### src/rtl/scroll_sequencer.sv
// scroll_sequencer: frame-synchronous X/Y scroll offset controller with run/pause/step modes.
// Latency: vsync rise sampled at edge N -> frame_tick in cycle N+1 -> new offsets/state from cycle N+2.
// Backpressure: one-deep command slot; cmd_ready stays low from acceptance until the committing tick.
//
// Ports:
//   clk, rst_n            pixel clock, asynchronous active-low reset
//   vsync_in              vertical sync (high = pulse), same clock domain
//   cmd_valid/cmd_ready   command handshake; cmd_op 0=SET_SPEED_X 1=SET_SPEED_Y 2=SET_MODE 3=STEP
//   cmd_data              operand (speeds use [3:0]; SET_MODE uses [0]=run, [1]=zero offsets)
//   frame_tick            one-cycle pulse per frame
//   x_offset, y_offset    scroll offsets added to pixel coordinates downstream
//   frame_count           frames since reset (wraps)
//   running               high while in RUNNING
//
// Build option: define SCROLL_BOUNCE_EN to make offsets bounce between 0 and X_MAX/Y_MAX
// (speed sign flips at each wall); otherwise offsets wrap modulo 1024.
module scroll_sequencer #(
  parameter int X_MAX = 639,
  parameter int Y_MAX = 479
) (
  input  logic        clk,
  input  logic        rst_n,
  input  logic        vsync_in,
  input  logic        cmd_valid,
  output logic        cmd_ready,
  input  logic [1:0]  cmd_op,
  input  logic [7:0]  cmd_data,
  output logic        frame_tick,
  output logic [9:0]  x_offset,
  output logic [9:0]  y_offset,
  output logic [15:0] frame_count,
  output logic        running
);

`ifdef SCROLL_BOUNCE_EN
  localparam bit BOUNCE_EN = 1'b1;
`else
  localparam bit BOUNCE_EN = 1'b0;
`endif

  localparam logic [1:0] ST_RUNNING    = 2'd0;
  localparam logic [1:0] ST_PAUSED     = 2'd1;
  localparam logic [1:0] ST_STEP_ARMED = 2'd2;

  localparam logic [1:0] OP_SET_SPEED_X = 2'd0;
  localparam logic [1:0] OP_SET_SPEED_Y = 2'd1;
  localparam logic [1:0] OP_SET_MODE    = 2'd2;
  localparam logic [1:0] OP_STEP        = 2'd3;

  localparam logic [10:0] X_LIM = 11'(X_MAX);
  localparam logic [10:0] Y_LIM = 11'(Y_MAX);

  logic        vsync_q, vsync_d;
  logic        tick_q, tick_d;
  logic        pend_q, pend_d;
  logic [1:0]  pend_op_q, pend_op_d;
  logic [3:0]  pend_data_q, pend_data_d;
  logic [1:0]  state_q, state_d;
  logic [3:0]  speed_x_q, speed_x_d;
  logic [3:0]  speed_y_q, speed_y_d;
  logic [9:0]  x_q, x_d;
  logic [9:0]  y_q, y_d;
  logic [15:0] fc_q, fc_d;

  // Only the low nibble of the operand carries meaning for any opcode.
  logic unused_cmd_hi;
  assign unused_cmd_hi = ^cmd_data[7:4];

  // Negation with -8 saturating to +7 so the magnitude never grows.
  function automatic logic [3:0] neg_sat(input logic [3:0] s);
    return (s == 4'b1000) ? 4'b0111 : 4'(~s + 4'd1);
  endfunction

  // One axis advance: returns {new_speed, new_offset}.
  // A negative speed can only underflow; a positive one can only overshoot the limit.
  function automatic logic [13:0] step_axis(input logic [9:0] off, input logic [3:0] spd,
                                            input logic [10:0] lim);
    logic [10:0] nxt;
    nxt = {1'b0, off} + {{7{spd[3]}}, spd};
    if (BOUNCE_EN && spd[3] && nxt[10])
      return {neg_sat(spd), 10'd0};
    if (BOUNCE_EN && !spd[3] && (nxt > lim))
      return {neg_sat(spd), lim[9:0]};
    return {spd, nxt[9:0]};
  endfunction

  logic [3:0] eff_sx, eff_sy;
  logic       zero_offs, advance;

  always_comb begin
    vsync_d     = vsync_in;
    tick_d      = vsync_in & ~vsync_q;
    pend_d      = pend_q;
    pend_op_d   = pend_op_q;
    pend_data_d = pend_data_q;
    state_d     = state_q;
    speed_x_d   = speed_x_q;
    speed_y_d   = speed_y_q;
    x_d         = x_q;
    y_d         = y_q;
    fc_d        = fc_q;
    eff_sx      = speed_x_q;
    eff_sy      = speed_y_q;
    zero_offs   = 1'b0;
    advance     = 1'b0;

    if (tick_q) begin
      fc_d   = fc_q + 16'd1;
      pend_d = 1'b0;
      // An armed step always falls back to PAUSED unless a SET_MODE says otherwise.
      if (state_q == ST_STEP_ARMED) state_d = ST_PAUSED;
      if (pend_q) begin
        case (pend_op_q)
          OP_SET_SPEED_X: eff_sx = pend_data_q;
          OP_SET_SPEED_Y: eff_sy = pend_data_q;
          OP_SET_MODE: begin
            state_d   = pend_data_q[0] ? ST_RUNNING : ST_PAUSED;
            zero_offs = pend_data_q[1];
          end
          OP_STEP: if (state_q == ST_PAUSED) state_d = ST_STEP_ARMED;
          default: ;
        endcase
      end
      // The step's single advance belongs to the tick that leaves STEP_ARMED.
      advance   = ~zero_offs & ((state_q == ST_STEP_ARMED) | (state_d == ST_RUNNING));
      speed_x_d = eff_sx;
      speed_y_d = eff_sy;
      if (zero_offs) begin
        x_d = 10'd0;
        y_d = 10'd0;
      end else if (advance) begin
        {speed_x_d, x_d} = step_axis(x_q, eff_sx, X_LIM);
        {speed_y_d, y_d} = step_axis(y_q, eff_sy, Y_LIM);
      end
    end

    // Slot is empty here only if it was empty entering the cycle, so a tick-cycle
    // acceptance waits for the following frame.
    if (cmd_valid && !pend_q) begin
      pend_d      = 1'b1;
      pend_op_d   = cmd_op;
      pend_data_d = cmd_data[3:0];
    end
  end

  always_ff @(posedge clk or negedge rst_n) begin
    if (!rst_n) begin
      vsync_q     <= 1'b0;
      tick_q      <= 1'b0;
      pend_q      <= 1'b0;
      pend_op_q   <= 2'd0;
      pend_data_q <= 4'd0;
      state_q     <= ST_RUNNING;
      speed_x_q   <= 4'd1;
      speed_y_q   <= 4'd0;
      x_q         <= 10'd0;
      y_q         <= 10'd0;
      fc_q        <= 16'd0;
    end else begin
      vsync_q     <= vsync_d;
      tick_q      <= tick_d;
      pend_q      <= pend_d;
      pend_op_q   <= pend_op_d;
      pend_data_q <= pend_data_d;
      state_q     <= state_d;
      speed_x_q   <= speed_x_d;
      speed_y_q   <= speed_y_d;
      x_q         <= x_d;
      y_q         <= y_d;
      fc_q        <= fc_d;
    end
  end

  assign cmd_ready   = ~pend_q;
  assign frame_tick  = tick_q;
  assign x_offset    = x_q;
  assign y_offset    = y_q;
  assign frame_count = fc_q;
  assign running     = (state_q == ST_RUNNING);

endmodule

### config.mk
export PLATFORM = sky130hd
export DESIGN_NAME = scroll_sequencer
export DESIGN_NICKNAME = d
export VERILOG_FILES = /design/src/rtl/scroll_sequencer.sv
export SDC_FILE = /design/constraint.sdc
export NUM_CORES = 1
export LEC_CHECK = 0
export ABC_AREA = 1
export BUFFER_PORTS_ARGS = -buffer_cell sky130_fd_sc_hd__buf_2
export CORE_MARGIN = 1.5
export CORE_UTILIZATION = 55
export DETAILED_ROUTE_END_ITERATION = 16
export GPL_TIMING_DRIVEN = 0
export PLACE_DENSITY = 0.77
export SLEW_MARGIN = 10
export SYNTH_ARGS = -nofsm -noshare
export SYNTH_HDL_FRONTEND = slang
export SYNTH_SLANG_ARGS = --single-unit
### constraint.sdc
create_clock -name clk -period 5.75 [get_ports clk]
set_clock_uncertainty 0.05 [all_clocks]
set_input_delay 0.8625 -clock clk [delete_from_list [all_inputs] [get_ports clk]]
set_output_delay 0.8625 -clock clk [all_outputs]
set_load 0.1 [all_outputs]
# After elaboration in Yosys (flattened, before gate mapping)
# Cells that the tools add are included.
# W data, S select, Z words.
# totals
regBits,55
latch_bits,0
ramBits,0
mem_bits_ro,0
input_bits,14
output_inout_bits,39
word_cells,54
memories,0
# classes
addsub,3
mul,0
div,0
n_lt_le_gt_ge,0
n_eq_ne,5
n_shift,0
mux,21
bitwise,6
reduce_logical,8
# op_table
cell,count
$mux W10,4
$mux W4,6
$add A10 B10 Y10,2
$add A16 B1 Y16 const B,1
$mux W2,4
$eq A2 B2 Y1 const B,3
$logic_not A2 Y1,3
$mux W1,6
$eq A2 B1 Y1 const B,2
$pmux W2 S2,1
$reduce_bool A2 Y1,2
$not A1 Y1,3
$and A1 B1 Y1,2
$reduce_and A2 Y1,1
$logic_and A1 B1 Y1,1
$logic_not A1 Y1,1
$or A1 B1 Y1,1

# Longest topological paths before layout
# depth
depth_word,11
depth_mapped,15
ltp_nobuf,15

# Worst setup path before layout
# OpenSTA, ideal clock, no wires.
# synth_timing
path_type,reg2out
startpoint,register state_q[1]
endpoint,output port running
t_arrival_ns,1.685
required_ns,4.838
slack_ns,3.152
path_stages_with_launch,2
path_buffers,0
path_cell_list,dfrtp_1 > nor2_1
# synth_between
elab_chain_cells,1
# synth_rtl
element,line,source
"start, declared",58,"logic [1:0] state_q, state_d;"
"start signal, assigned",165,state_q <= state_d;
$logic_not A2 Y1,179,assign running = (state_q == ST_RUNNING);
"end, declared",32,output logic running
# Every way passes these cells.

# Worst setup path in the final report
# layout_timing
startpoint,register pend_op_q[0]
endpoint,"register x_q[8], in the netlist x_offset[8]"
# layout_between
elab_chain_cells,9
word_cells_on_any_way,21
classes_between,add/sub (1); eq/ne (2); mux (11); bitwise (3); reduce/logical (4)
# layout_rtl
element,line,source
"start, declared",56,"logic [1:0] pend_op_q, pend_op_d;"
"start signal, assigned",163,pend_op_q <= pend_op_d;
"parallel branches: the longest is 9 deep, another holds $add A10 B10 Y10",n/a,
"end signal, assigned",156,x_q <= 10'd0;
"end signal, assigned",168,x_q <= x_d;
"end, declared",61,"logic [9:0] x_q, x_d;"
# Several ways; the timed one is not identified. The select of a mux whose other input is x is not followed.
# A chain may end at the register's enable or synchronous reset.

==> results.cfg <==
[cts]
cts_root_buffer = clkbuf_8
cts_tree = done
clk_latency_ns = 0.32
path_clk_slew_ns = 0.11
clock_path_buffers = 2
postCtsHoldBufs = 0
cts_buffers = 5
cts_resized = 0
htreeDepth = 2
clock_sinks = 55
postCtsSetupRepairBufs = 0

[place]
hpwlAfterDp_um = 5340
dp.cells = 571
gp_congestion = 0.840
port_buffers = 48
detailedPlace.worstSlack_ns = 3.10

[worst_setup_path]
cp.arrival_ns = 2.85
critPathMaxFanout = 8
rrSetupSlack_ns = 3.06
startpoint_type = register
critPathMaxStageDelay_ns = 0.45
crit_chain = inv_1 -> nand3_1 -> o21ai_0 -> inv_1 -> ha_1 -> fa_1 -> nand3_1 -> nand3_1 -> nand2_1 -> nand2_1 -> nand2_1 -> nand2_1 -> nand2_1 -> nand2_1
cp-end-kind = register
criticalPathCategory = register to register
cp_top_family = simple AND/OR/NAND/NOR gates
cp_common_cell = nand2_1
cp_slowest_cell = fa_1
worst-path-buf-inv = 2
cp.required_ns = 5.91

[sta]
finalHoldViolCount = 0
setup_viol = 0
fin_setup_tns_ns = 0
finalMaxSlewViolations = 0
holdWs_ns = 0.357
timing.final.ws_setup_ns = 3.06
worst_pin_slew_ns = 0.682
fmax_mhz = 372
min_period_ns = 2.69
period_share_pct = 46.7
rsz0062_at_grt = no
relSlewSlack_pct = 54.5

[route]
routed_wl_um = 7020
dr.pass1.iters = 4
vias = 2949
antenna_left = 0
wire_per_inst_um = 12.1
via_per_inst = 5.09
drt_iter0_markers = 139
drcViolationCount = 0

[job]
drv_cap = 0

[synth]
synth-seq-cells = 55
avgSynthCellArea_um2 = 7.56
synth_top_area_cell = dfrtp_1
synth.distinct_cells = 30
ys_warn_count = 0
syn_area_mm2 = 0.00339
syn-num-nets = 483
ys.flop_type = dfrtp_1
synth_top_area_share_pct = 39.9
seq_area_frac_synth_pct = 40.7
synth_edf_count = 0
synthArstFlopShare_pct = 100
synth.area.top_cells = dfrtp_1, nand2_1, ha_1
syn_inst = 448
synthMostInstantiatedCell = nand2_1
synth_common_cells = nand2_1, dfrtp_1, inv_1

[global_route]
gr-usage-met1_pct = 30.6
grt_pass1_wl_um = 11900
grt_use_met2_pct = 39.1
overflow = 0
grt_max_degree = 56
grtUsageTotal_pct = 23.1
busiest_layer = met2
antenna_found_initial = 0
met3_usage_pct = 3.89
grt_pass1_vias = 2736

[floorplan]
core-area_mm2 = 0.00592
die_h_um = 81.5
die-area_mm2 = 0.00664
initial_utilization_pct = 57.2
rows = 28
io_pins = 53
die_x_um = 81.5

[min_path]
min-delay-path-class = register to register

[finish]
final_layout_size_suffix_gt1_share_pct = 16.3
area_delta_synth_final_pct = 12.7
n_antenna_cell = 0
final_cell_count_no_fill = 579
nNetsFinal = 538

[status]
status = complete, no violations
## cell families (layout without fill, tap and decap cells)
group / Yosys count / in the layout / share of synthesized area (%)
simple gates: 245 / 245 / 30.5
buf+inv: 61 / 117 / 7.28
flops: 55 / 55 / 40.7
compound gates: 45 / 45 / 7.94
fa+ha+maj: 21 / 21 / 8.20
xor+xnor: 21 / 21 / 5.43
## path summary, 6_finish.rpt
kind,cells past startpoint,end,from
max,14,x_offset[8]$_DFFE_PN0P_,pend_op_q[0]$_DFFE_PN0P_
min,1,frame_tick$_DFF_PN0_,vsync_q$_DFF_PN0_
max reg2reg,14,x_offset[8]$_DFFE_PN0P_,pend_op_q[0]$_DFFE_PN0P_
min reg2reg,1,frame_tick$_DFF_PN0_,vsync_q$_DFF_PN0_
max in group asynchronous,1,y_offset[2]$_DFFE_PN0P_,rst_n
min in group asynchronous,1,pend_data_q[0]$_DFFE_PN0P_,rst_n
## per-layer routing
layer  share of wire, %  wire length, um
met1                 50             3480
met4                1.6              109
met2                 46             3240
met5                  0                0
met3                2.7              192
## worst register-to-register path: cells and delay by family (launching register included)
kind                       cells  cell delay [ns]
buffers and inverters          2             0.28
adders and majority gates      2             0.67
DFF                            1             0.42
AOI/OAI and AO/OA              1             0.32
and+or+nand+nor                9             0.85
## stage by stage
step | instance area [um2] | utilization [%]
after floorplan | 3390 | -
after global placement | 3720 | 62.8
after detailed placement | 3720 | 62.8
after CTS | 3820 | 64.5
after global routing | 3820 | 64.5
final | 3820 | 64.5
## area by class of cell
cell class / count / area [um2]
clock inverters: 3 / 26.3
repair buffers: 48 / 243
plain buffers: 7 / 43.8
multi-input cells: 332 / 1760
fillers: 568 / 2100
well taps: 75 / 93.8
flip-flops and latches: 55 / 1380
inverters: 54 / 203
clock buffers: 5 / 68.8
## state kept, by name, summed over array words and instances, names as in the netlist
name,cells
frame_count,16
frame_tick,1
pend_data_q,4
pend_op_q,2
pend_q,1
speed_x_q,4
speed_y_q,4
state_q,2
vsync_q,1
x_offset,10
y_offset,10
## placed cells by master (no fill, tap or decap)
master / count
fa_1: 2
o21a_1: 2
nor2_1: 25
inv_6: 2
o21ai_2: 10
nor3_1: 1
nand2_1: 166
or2_2: 2
buf_4: 3
xnor2_1: 9
clkinv_4: 1
dfrtp_1: 54
o21ai_0: 17
buf_2: 49
dfstp_2: 1
nand3b_1: 3
xor2_1: 12
nand3_2: 1
nor3b_1: 1
and2_1: 1
nor2_2: 1
inv_1: 52
nand4_1: 13
nand2_2: 3
inv_2: 2
buf_6: 1
a31oi_1: 1
a21oi_1: 15
nor3_2: 1
clkbuf_8: 5
ha_1: 19
nand3_1: 27
clkbuf_1: 2
Power is not shown: default switching activity piles up to over one toggle a cycle in this logic, so the estimate is an artifact.
